### config.mk
export PLATFORM = sky130hd
export DESIGN_NAME = nested_sum_engine
export DESIGN_NICKNAME = d
export VERILOG_FILES = /design/src/rtl/nested_sum_engine.sv
export SDC_FILE = /design/constraint.sdc
export NUM_CORES = 1
export LEC_CHECK = 0
export BUFFER_PORTS_ARGS = -buffer_cell sky130_fd_sc_hd__buf_4
export CAP_MARGIN = 20
export CORE_UTILIZATION = 35
export CTS_BUF_LIST = sky130_fd_sc_hd__clkbuf_8
export DETAILED_ROUTE_END_ITERATION = 16
export PLACE_DENSITY = 0.52
export SYNTH_ARGS = -nofsm -noshare
export SYNTH_HDL_FRONTEND = slang
export SYNTH_SLANG_ARGS = --single-unit
### constraint.sdc
create_clock -name clk -period 5 [get_ports clk]
set_input_delay 0.5 -clock clk [delete_from_list [all_inputs] [get_ports clk]]
set_output_delay 0.5 -clock clk [all_outputs]
set_load 0.02 [all_outputs]
### src/rtl/nested_sum_engine.sv
// Nested-sum accumulator: for i in 1..i_limit-1, for j in 0..i-1, k += (i-j) or (i+j).
// Stops early on k reaching k_cap or on k overflowing W bits (saturates to all-ones).
module nested_sum_engine #(
  parameter int W           = 11,
  parameter int AUTO_START  = 1,
  parameter int I_LIMIT_DEF = 60,
  parameter int K_CAP_DEF   = 2000
) (
  input  logic         clk,
  input  logic         rst,
  input  logic         start,
  input  logic         mode,
  input  logic [W-1:0] i_limit_in,
  input  logic [W-1:0] k_cap_in,
  output logic [2:0]   state,
  output logic [W-1:0] k,
  output logic [W-1:0] i,
  output logic [W-1:0] j,
  output logic         busy,
  output logic         done,
  output logic         capped,
  output logic         ovf
);

  typedef enum logic [2:0] {
    S_OUTER = 3'd0,
    S_INNER = 3'd1,
    S_STEP  = 3'd2,
    S_DONE  = 3'd3,
    S_IDLE  = 3'd4
  } st_t;

  typedef struct packed {
    logic [W-1:0] i_limit;
    logic [W-1:0] k_cap;
    logic         mode;
  } cfg_t;

  st_t          st, st_n;
  cfg_t         cfg, cfg_n;
  logic [W-1:0] k_n, i_n, j_n;
  logic         cap_n, ovf_n;
  logic         cap_hit;
  // Two guard bits: i+j can already need W+1 bits before k is added.
  logic [W+1:0] inc, sum;

  assign state = st;
  assign busy  = (st == S_OUTER) || (st == S_INNER) || (st == S_STEP);

  always_comb begin
    st_n    = st;
    cfg_n   = cfg;
    k_n     = k;
    i_n     = i;
    j_n     = j;
    cap_n   = capped;
    ovf_n   = ovf;
    inc     = cfg.mode ? ({2'b00, i} + {2'b00, j}) : ({2'b00, i} - {2'b00, j});
    sum     = {2'b00, k} + inc;
    cap_hit = (k >= cfg.k_cap);

    if (busy && cap_hit) begin
      st_n  = S_DONE;
      cap_n = 1'b1;
    end else begin
      case (st)
        S_IDLE, S_DONE: begin
          if (start) begin
            cfg_n.i_limit = i_limit_in;
            cfg_n.k_cap   = k_cap_in;
            cfg_n.mode    = mode;
            k_n   = W'(1);
            i_n   = W'(1);
            j_n   = '0;
            cap_n = 1'b0;
            ovf_n = 1'b0;
            st_n  = S_OUTER;
          end
        end
        S_OUTER: begin
          j_n  = '0;
          st_n = (i < cfg.i_limit) ? S_INNER : S_DONE;
        end
        S_INNER: begin
          if (j < i) begin
            j_n = j + 1'b1;
            if (|sum[W+1:W]) begin
              k_n   = '1;
              ovf_n = 1'b1;
              st_n  = S_DONE;
            end else begin
              k_n = sum[W-1:0];
            end
          end else begin
            st_n = S_STEP;
          end
        end
        S_STEP: begin
          i_n  = i + 1'b1;
          st_n = S_OUTER;
        end
        default: st_n = S_IDLE;
      endcase
    end
  end

  always_ff @(posedge clk) begin
    if (rst) begin
      st            <= (AUTO_START != 0) ? S_OUTER : S_IDLE;
      cfg.i_limit   <= W'(I_LIMIT_DEF);
      cfg.k_cap     <= W'(K_CAP_DEF);
      cfg.mode      <= 1'b0;
      k             <= W'(1);
      i             <= W'(1);
      j             <= '0;
      capped        <= 1'b0;
      ovf           <= 1'b0;
      done          <= 1'b0;
    end else begin
      st     <= st_n;
      cfg    <= cfg_n;
      k      <= k_n;
      i      <= i_n;
      j      <= j_n;
      capped <= cap_n;
      ovf    <= ovf_n;
      // Pulse only on the transition into DONE, aligned with the state register.
      done   <= (st_n == S_DONE) && (st != S_DONE);
    end
  end

endmodule

==> reports/qor.yml, run 1 <==
status: "complete, no violations"
yosysTopAreaCellShare_pct: 26.9
hold_viol: 0
routedWlPerCell_um: 16.0
yosysWarnings: 0
synth-edff-count: 0
skew_ns: 0.0157
fmax_ghz: 0.218
post_cts_buffers: 0
yosysTopAreaCell: "dfxtp_1"
place_area_sq_mm: 0.00528
drcViolationCount: 0
area_delta_synth_final_pct: 18.1
path_class: "flop to flop"
setup_ws_ns: 0.404
worst_setup_hold_path_clk_slew_ns: 0.07
grt_use_total_pct: 19.8
start_kind: "flop"
htree_levels: 3
final_core_util_pct: 42.8
final_common_cell: "buf_4"
min_period_ns: 4.60
power.internal_mw: 1.12
die-area_sq_mm: 0.0136
syn-instance-count: 568
synth_fp_nets: 653
clk_latency_ns: 0.34
clockBufferDepth: 2
cts-hold-fix-buffers: 0
p_switching_uw: 821
drive_gt1_share_pct: 17.1
cap_violations: 0
nNetsFinal: 712
io_buffers: 65
cts_buffers: 9
worstSetupEndpointType: "flop"
power_frac_comb_pct: 45.9
viasPerCell: 5.28
slew_headroom_pct: 32.3
hpwlAfterDp_um: 9980
hold_start: "i_limit_in[2]"
grt_max_degree: 46
ant_nets: 0
postLayoutCellArea_sq_mm: 0.00545
io_pins: 66
path_max_fanout: 9
seqPwrFrac_pct: 34.1
drv_slew: 0
crit_start: "j[0]"
synth_flop_cell: "dfxtp_1"
power_density_mw_per_mm2: 357
wirelength_um: 12900
pre_cts_ws_ns: 0.449
overflow: 0
synthArstFlopShare_pct: 0
grt_pass1_vias: 4069
crit_arrival_ns: 4.78
clkSinkCount: 62
num_rows: 41
synth_seq_cells: 62
root_buffer: "clkbuf_8"
vdd.ir_drop.worst_uv: 138
die_y_um: 117
power_switching_share_pct: 42.2
n_antenna_cell: 0
core_area_sq_mm: 0.0127
initialDrtViolationCount: 204
fin_hold_ws_ns: 0.355
gp_congestion: 0.861
fin_crit_sh_pct: 91.9
grt_setup_unrepaired: "false"
critPathRequiredTime_ns: 5.19
pwr-share-clk_pct: 20.1
p_leak_nw: 2.45
setup_tns_ns: 0
fillers: 1361
worstReg2RegStart: "j[0]"
grt_first_pass_wirelength_um: 20700
antenna_found_initial: 0
vias: 4247
yosysUniqueCellTypes: 67
initial_core_util_pct: 36.3
cts_tree: "done"
die-width_um: 117
final_cell_mix: "71 x buf_4, 61 x dfxtp_1, 56 x ha_1, 54 x inv_1, 53 x nand2_1"
yosys-top-cells-area: "dfxtp_1 27%, ha_1 15%, a21oi_1 5.2%"
hold_path.class: "primary input to flop"
ys_seq_area_share_pct: 26.9
first_pass_iters: 5
worst_pin_slew_ns: 1.02
syn_area_per_cell_sq_um: 8.12
setup_viol: 0
syn_area_sq_mm: 0.00461
## repair_timing
item	4_1_cts	5_1_grt
setup endpoints to repair	0	1
gates resized for setup	0	1
endpoints found under the hold margin	0	0
## through the flow
stage / std cells / total power [mW]
after floorplan: 568 / 1.28
after global placement: 787 / 1.54
after detailed placement: 788 / 1.56
after CTS: 804 / 1.96
after global routing: 804 / 2.09
final: 804 / 1.94
## worst paths after layout
| check | endpoint | slack, ns | cells after the start |
|---|---|---|---|
| setup reg to reg | k[2] | 0.40 | 18 |
| hold reg to reg | cfg[22] | 0.45 | 2 |
| hold / removal | cfg[14] | 0.35 | 2 |
| setup / recovery | k[2] | 0.40 | 18 |
## layer usage
layer / up-vias / global-route usage [%] / share of wire (%)
met3: 17 / 3.66 / 4.2
met4: 0 / 7.34 / 1.8
met5: - / 0 / 0
li1: 2142 / - / -
met2: 102 / 32.3 / 47
met1: 1986 / 26.1 / 47
## cells by family after synthesis
kind of cell / share of synthesized area, %
AOI/OAI and AO/OA: 26.7
xor gates and xnor gates: 5.88
adders and majority gates: 16.5
buffers and inverters: 6.45
DFF: 26.9
muxes: 1.14
and+or+nand+nor: 16.4
## critical path: stages, from the launching register on
cell,delay [ns]
dfxtp_1,0.39
ha_1,0.24
fa_1,0.41
a21o_1,0.18
a21oi_1,0.18
o21ba_2,0.15
nor2_1,0.05
o41a_1,0.34
a21oi_1,0.18
xnor2_1,0.10
ha_1,0.37
and2_1,0.18
o21ai_0,0.13
o31ai_2,0.32
nand3_1,0.11
mux2_2,0.31
o31ai_4,0.26
and2b_1,0.41
a221oi_1,0.15
## area by class of cell
cell class	count	area, sq um	share of cell area, %
Multi-Input combinational cell	429	3080	56.5
Tap cell	172	215	3.95
Inverter	53	199	3.65
Timing Repair Buffer	72	548	10.1
Sequential cell	62	1240	22.8
Clock buffer	10	138	2.53
Clock inverter	6	30.0	0.551
## sequential cells by signal (all words and copies together) (netlist names)
signal and count:
done 1, i 11, cfg 23, k 11
state 3, capped 1, ovf 1, j 11
## cells in the mapped netlist (9+ instances only)
library cell  count
a211o_1          11
dfxtp_1          62
a21o_1           12
xnor2_1          15
nor2_1           49
nand3_1           9
clkbuf_1         19
nand2_1          53
o2111ai_1         9
a21oi_1          48
xor2_1           16
ha_1             56
o21ai_0          24
inv_1            52
## power groups by stage
| stage | registers, mW | logic (mW) | clock network (mW) |
|---|---|---|---|
| finish | 0.662 | 0.892 | 0.390 |
| global route | 0.671 | 0.987 | 0.430 |
| CTS | 0.664 | 0.893 | 0.400 |
| detailed placement | 0.674 | 0.888 | 0 |
| global placement | 0.672 | 0.871 | 0 |
| floorplan | 0.688 | 0.590 | 0 |
No activity file was read; power rests on OpenSTA's default activity.
==> run 2: changes to the inputs <==
--- a/config.mk
+++ b/config.mk
@@ -5,8 +5,8 @@
 export SDC_FILE = /design/constraint.sdc
 export NUM_CORES = 1
 export LEC_CHECK = 0
+export ABC_AREA = 1
 export BUFFER_PORTS_ARGS = -buffer_cell sky130_fd_sc_hd__buf_4
-export CAP_MARGIN = 20
 export CORE_UTILIZATION = 35
 export CTS_BUF_LIST = sky130_fd_sc_hd__clkbuf_8
 export DETAILED_ROUTE_END_ITERATION = 16
==> run 2 against run 1 <==
Critical endpoint is now k[7]. Setup slack better by 0.68 ns. Critical path type unchanged. Sequential share of layout area is 1.8 points lower. Critical path depth rose by 3. Largest cell class unchanged. Synthesized cell count grew 30%. Die area increased by 9.5%. Core utilization is 0.49 points lower. Non-clock buffer count shrank 5.
==> reports/qor.yml, run 2 <==
status: "complete, no violations"  # unchanged
setup_ws_ns: 1.08  # was 0.404 ns
hold_path.class: "primary input to flop"  # unchanged
dp.cells: 967  # was 788
syn-instance-count: 738  # was 568
gp_congestion: 0.905  # was 0.861
setup_viol: 0  # unchanged
multiInputGateArea_sq_mm: 0.00328  # was 0.00308 sq mm
power_frac_comb_pct: 51.2  # was 45.9%
synth_seq_cells: 62  # unchanged
root_buffer: "clkbuf_8"  # unchanged
hpwlAfterDp_um: 11500  # was 9980 um
max_stage_delay_ns: 0.49  # was 0.41 ns
die-area_sq_mm: 0.0149  # was 0.0136 sq mm
fmax_ghz: 0.255  # was 0.218 GHz
regToRegSetupSlack_ns: 1.08  # was 0.40 ns
final_cells: 983  # was 804
synth_common_cells: "173 x nand2_1, 101 x inv_1, 64 x nor2_1"  # was 62 x dfxtp_1, 56 x ha_1, 53 x nand2_1
slew_headroom_pct: 47.0  # was 32.3%
ys_seq_area_share_pct: 24.5  # was 26.9%
power_density_mw_per_mm2: 419  # was 357 mW/mm^2
critPathRequiredTime_ns: 5.29  # was 5.19 ns
start_kind: "flop"  # unchanged
cap_violations: 0  # unchanged
final_common_cell: "nand2_1"  # was buf_4
htree_levels: 3  # unchanged
worstReg2RegStart: "i[0]"  # was j[0]
yosysTopAreaCell: "dfxtp_1"  # unchanged
path_class: "flop to flop"  # unchanged
synth_fp_nets: 823  # was 653
power.internal_mw: 1.37  # was 1.12 mW
synthArstFlopShare_pct: 0  # unchanged
clkSinkCount: 62  # unchanged
skew_ns: 0.0109  # was 0.0157 ns
crit_arrival_ns: 4.21  # was 4.78 ns
n_antenna_cell: 0  # unchanged
clk_latency_ns: 0.36  # was 0.34 ns
yosysWarnings: 0  # unchanged
num_rows: 43  # was 41
slowest_stage: "dfxtp_1"  # was fa_1
largest_register: "cfg"  # unchanged
postCtsResizedCells: 0  # unchanged
grt_setup_unrepaired: "false"  # unchanged
drv_slew: 0  # unchanged
use_met1_pct: 26.2  # was 26.1%
yosysTopAreaCellShare_pct: 24.5  # was 26.9%
antenna_found_initial: 0  # unchanged
worst_pin_slew_ns: 0.793  # was 1.02 ns
yosysUniqueCellTypes: 47  # was 67
die_y_um: 122  # was 117 um
seq_area_sq_mm: 0.00124  # about the same
ant_nets: 0  # unchanged
crit_top_cell: "nand2_1"
post_cts_buffers: 0  # unchanged
drcViolationCount: 0  # unchanged
p_leak_nw: 2.85  # was 2.45 nW
grt-busiest-layer: "met2"  # unchanged
clockBufferDepth: 2  # unchanged
grt_pass1_vias: 4498  # was 4,069
crit_buf_inv: 3  # was 0
power_switching_share_pct: 44.9  # was 42.2%
grt.met2_usage_pct: 31.8  # was 32.3%
overflow: 0  # unchanged
cts_tree: "done"  # unchanged
vias: 4796  # was 4,247
largest_reg_flops: 23  # unchanged
grt_max_degree: 29  # was 46
final_cell_mix: "173 x nand2_1, 103 x inv_1, 67 x buf_4, 64 x nor2_1, 62 x dfxtp_1"  # was 71 x buf_4, 61 x dfxtp_1, 56 x ha_1, 54 x inv_1, 53 x nand2_1
fillers: 1559  # was 1,361
cts-hold-fix-buffers: 0  # unchanged
fin_crit_sh_pct: 78.4  # was 91.9%
hold_viol: 0  # unchanged
area_delta_synth_final_pct: 17.0  # was 18.1%
initialDrtViolationCount: 250  # was 204
crit_start: "i[0]"  # was j[0]
crit_family: "compound AO/OA/AOI/OAI gates"  # unchanged
hold_start: "i_limit_in[3]"  # was i_limit_in[2]
synth_flop_cell: "dfxtp_1"  # unchanged
cts_buffers: 9  # unchanged
first_pass_iters: 5  # unchanged
synth-edff-count: 0  # unchanged
io_pins: 66  # unchanged
worstSetupEndpointType: "flop"  # unchanged
vdd.ir_drop.worst_uv: 296  # was 138 uV
die-width_um: 122  # was 117 um
syn_area_sq_mm: 0.00506  # was 0.00461 sq mm
wirelength_um: 14300  # was 12,900 um
worst_setup_hold_path_clk_slew_ns: 0.07  # about the same
setup_tns_ns: 0  # unchanged
io_buffers: 65  # unchanged
gr-usage-met3_pct: 4.09  # was 3.66%
yosys-top-cells-area: "dfxtp_1 25%, ha_1 14%, nand2_1 13%"  # was dfxtp_1 27%, ha_1 15%, a21oi_1 5.2%
routedWlPerCell_um: 14.5  # was 16.0 um
min_period_ns: 3.92  # was 4.60 ns
drive_gt1_share_pct: 16.6  # was 17.1%
nNetsFinal: 883  # was 712
initial_core_util_pct: 36.2  # was 36.3%
pre_cts_ws_ns: 1.10  # was 0.449 ns
core_area_sq_mm: 0.0140  # was 0.0127 sq mm
syn_area_per_cell_sq_um: 6.86  # was 8.12 sq um
grt_first_pass_wirelength_um: 22700  # was 20,700 um
crit_path_cell_trace: "inv_1 -> ha_1 -> fa_1 -> o21ai_2 -> inv_1 -> o21ai_0 -> nand2_1 -> o21ai_0 -> xor2_1 -> ha_1 -> a21oi_2 -> o21ai_1 -> nand2_1 -> nand2_1 -> nor2_1 -> nand3_1 -> nand2_1 -> inv_2 -> nand2_2 -> nand3_2 -> a21oi_1"  # was ha_1 -> fa_1 -> a21o_1 -> a21oi_1 -> o21ba_2 -> nor2_1 -> o41a_1 -> a21oi_1 -> xnor2_1 -> ha_1 -> and2_1 -> o21ai_0 -> o31ai_2 -> nand3_1 -> mux2_2 -> o31ai_4 -> and2b_1 -> a221oi_1
yosysMostFrequentCell: "nand2_1"  # was dfxtp_1
seqPwrFrac_pct: 26.3  # was 34.1%
p_switching_mw: 1.11  # was 821 uW
viasPerCell: 4.88  # was 5.28
pwr-share-clk_pct: 22.6  # was 20.1%
grt_use_total_pct: 19.9  # was 19.8%
path_max_fanout: 11  # was 9
-- run 2: cell count changes after synthesis, sizes merged, moves of 11 or more --
cell | previous run | this run
nand3 | 9 | 32
nand2 | 53 | 181
o21ai | 27 | 55
inv | 53 | 110
a21o | 12 | 1
nor2 | 50 | 69
a211o | 11 | 0
clkbuf | 19 | 6
a21oi | 48 | 70
-- run 2: metrics by stage --
step	total power [mW]	hold slack, ns	util [%]	instance area [sq um]
after global placement	1.91	0.454	40.6	5670
after global routing	2.68	0.344	42.3	5920
after detailed placement	1.93	0.462	40.6	5670
after floorplan	1.61	0.433	-	5060
after CTS	2.50	0.331	42.3	5920
final	2.48	0.348	42.3	5920
-- run 2: worst reg2reg max path, cell delays in order (launching register included) --
cell     delay, ns
dfxtp_1       0.49
inv_1         0.15
ha_1          0.26
fa_1          0.42
o21ai_2       0.22
inv_1         0.07
o21ai_0       0.15
nand2_1       0.07
o21ai_0       0.09
xor2_1        0.20
ha_1          0.34
a21oi_2       0.24
o21ai_1       0.10
nand2_1       0.06
nand2_1       0.04
nor2_1        0.12
nand3_1       0.09
nand2_1       0.08
inv_2         0.04
nand2_2       0.07
nand3_2       0.29
a21oi_1       0.25
-- run 2: final timing paths --
check / depth (start not counted) / end
max: 21 / k[7]
min: 3 / cfg[15]
max reg2reg: 21 / k[7]
min reg2reg: 2 / cfg[19]
-- run 2: cell families after synthesis --
family,share of synthesized area [%]
xor gates and xnor gates,4.33
adders and majority gates,15.0
DFF,24.5
buffers and inverters,10.6
and+or+nand+nor,28.1
AOI/OAI and AO/OA,17.5
-- run 2: layer usage --
layer / vias up / part of all wire [%]
li1: 2520 / -
met1: 2156 / 48
met2: 103 / 45
met3: 17 / 4.6
met4: 0 / 2.3
met5: - / 0
-- run 2: final cells by class --
class                   instances  share of cell area (%)
clock buffers                  11                    2.56
clock inverters                 5                    1.65
inverters                     112                    7.10
multi-input cells             546                    55.4
flip-flops and latches         62                    21.0
well taps                     180                    3.80
repair buffers                 67                    8.49
-- run 2: power by group through the flow --
stage	clock (mW)	combinational (mW)	sequential (mW)
floorplan	0	0.922	0.686
global placement	0	1.25	0.662
detailed placement	0	1.27	0.663
CTS	0.574	1.27	0.653
global route	0.594	1.42	0.663
finish	0.559	1.27	0.651
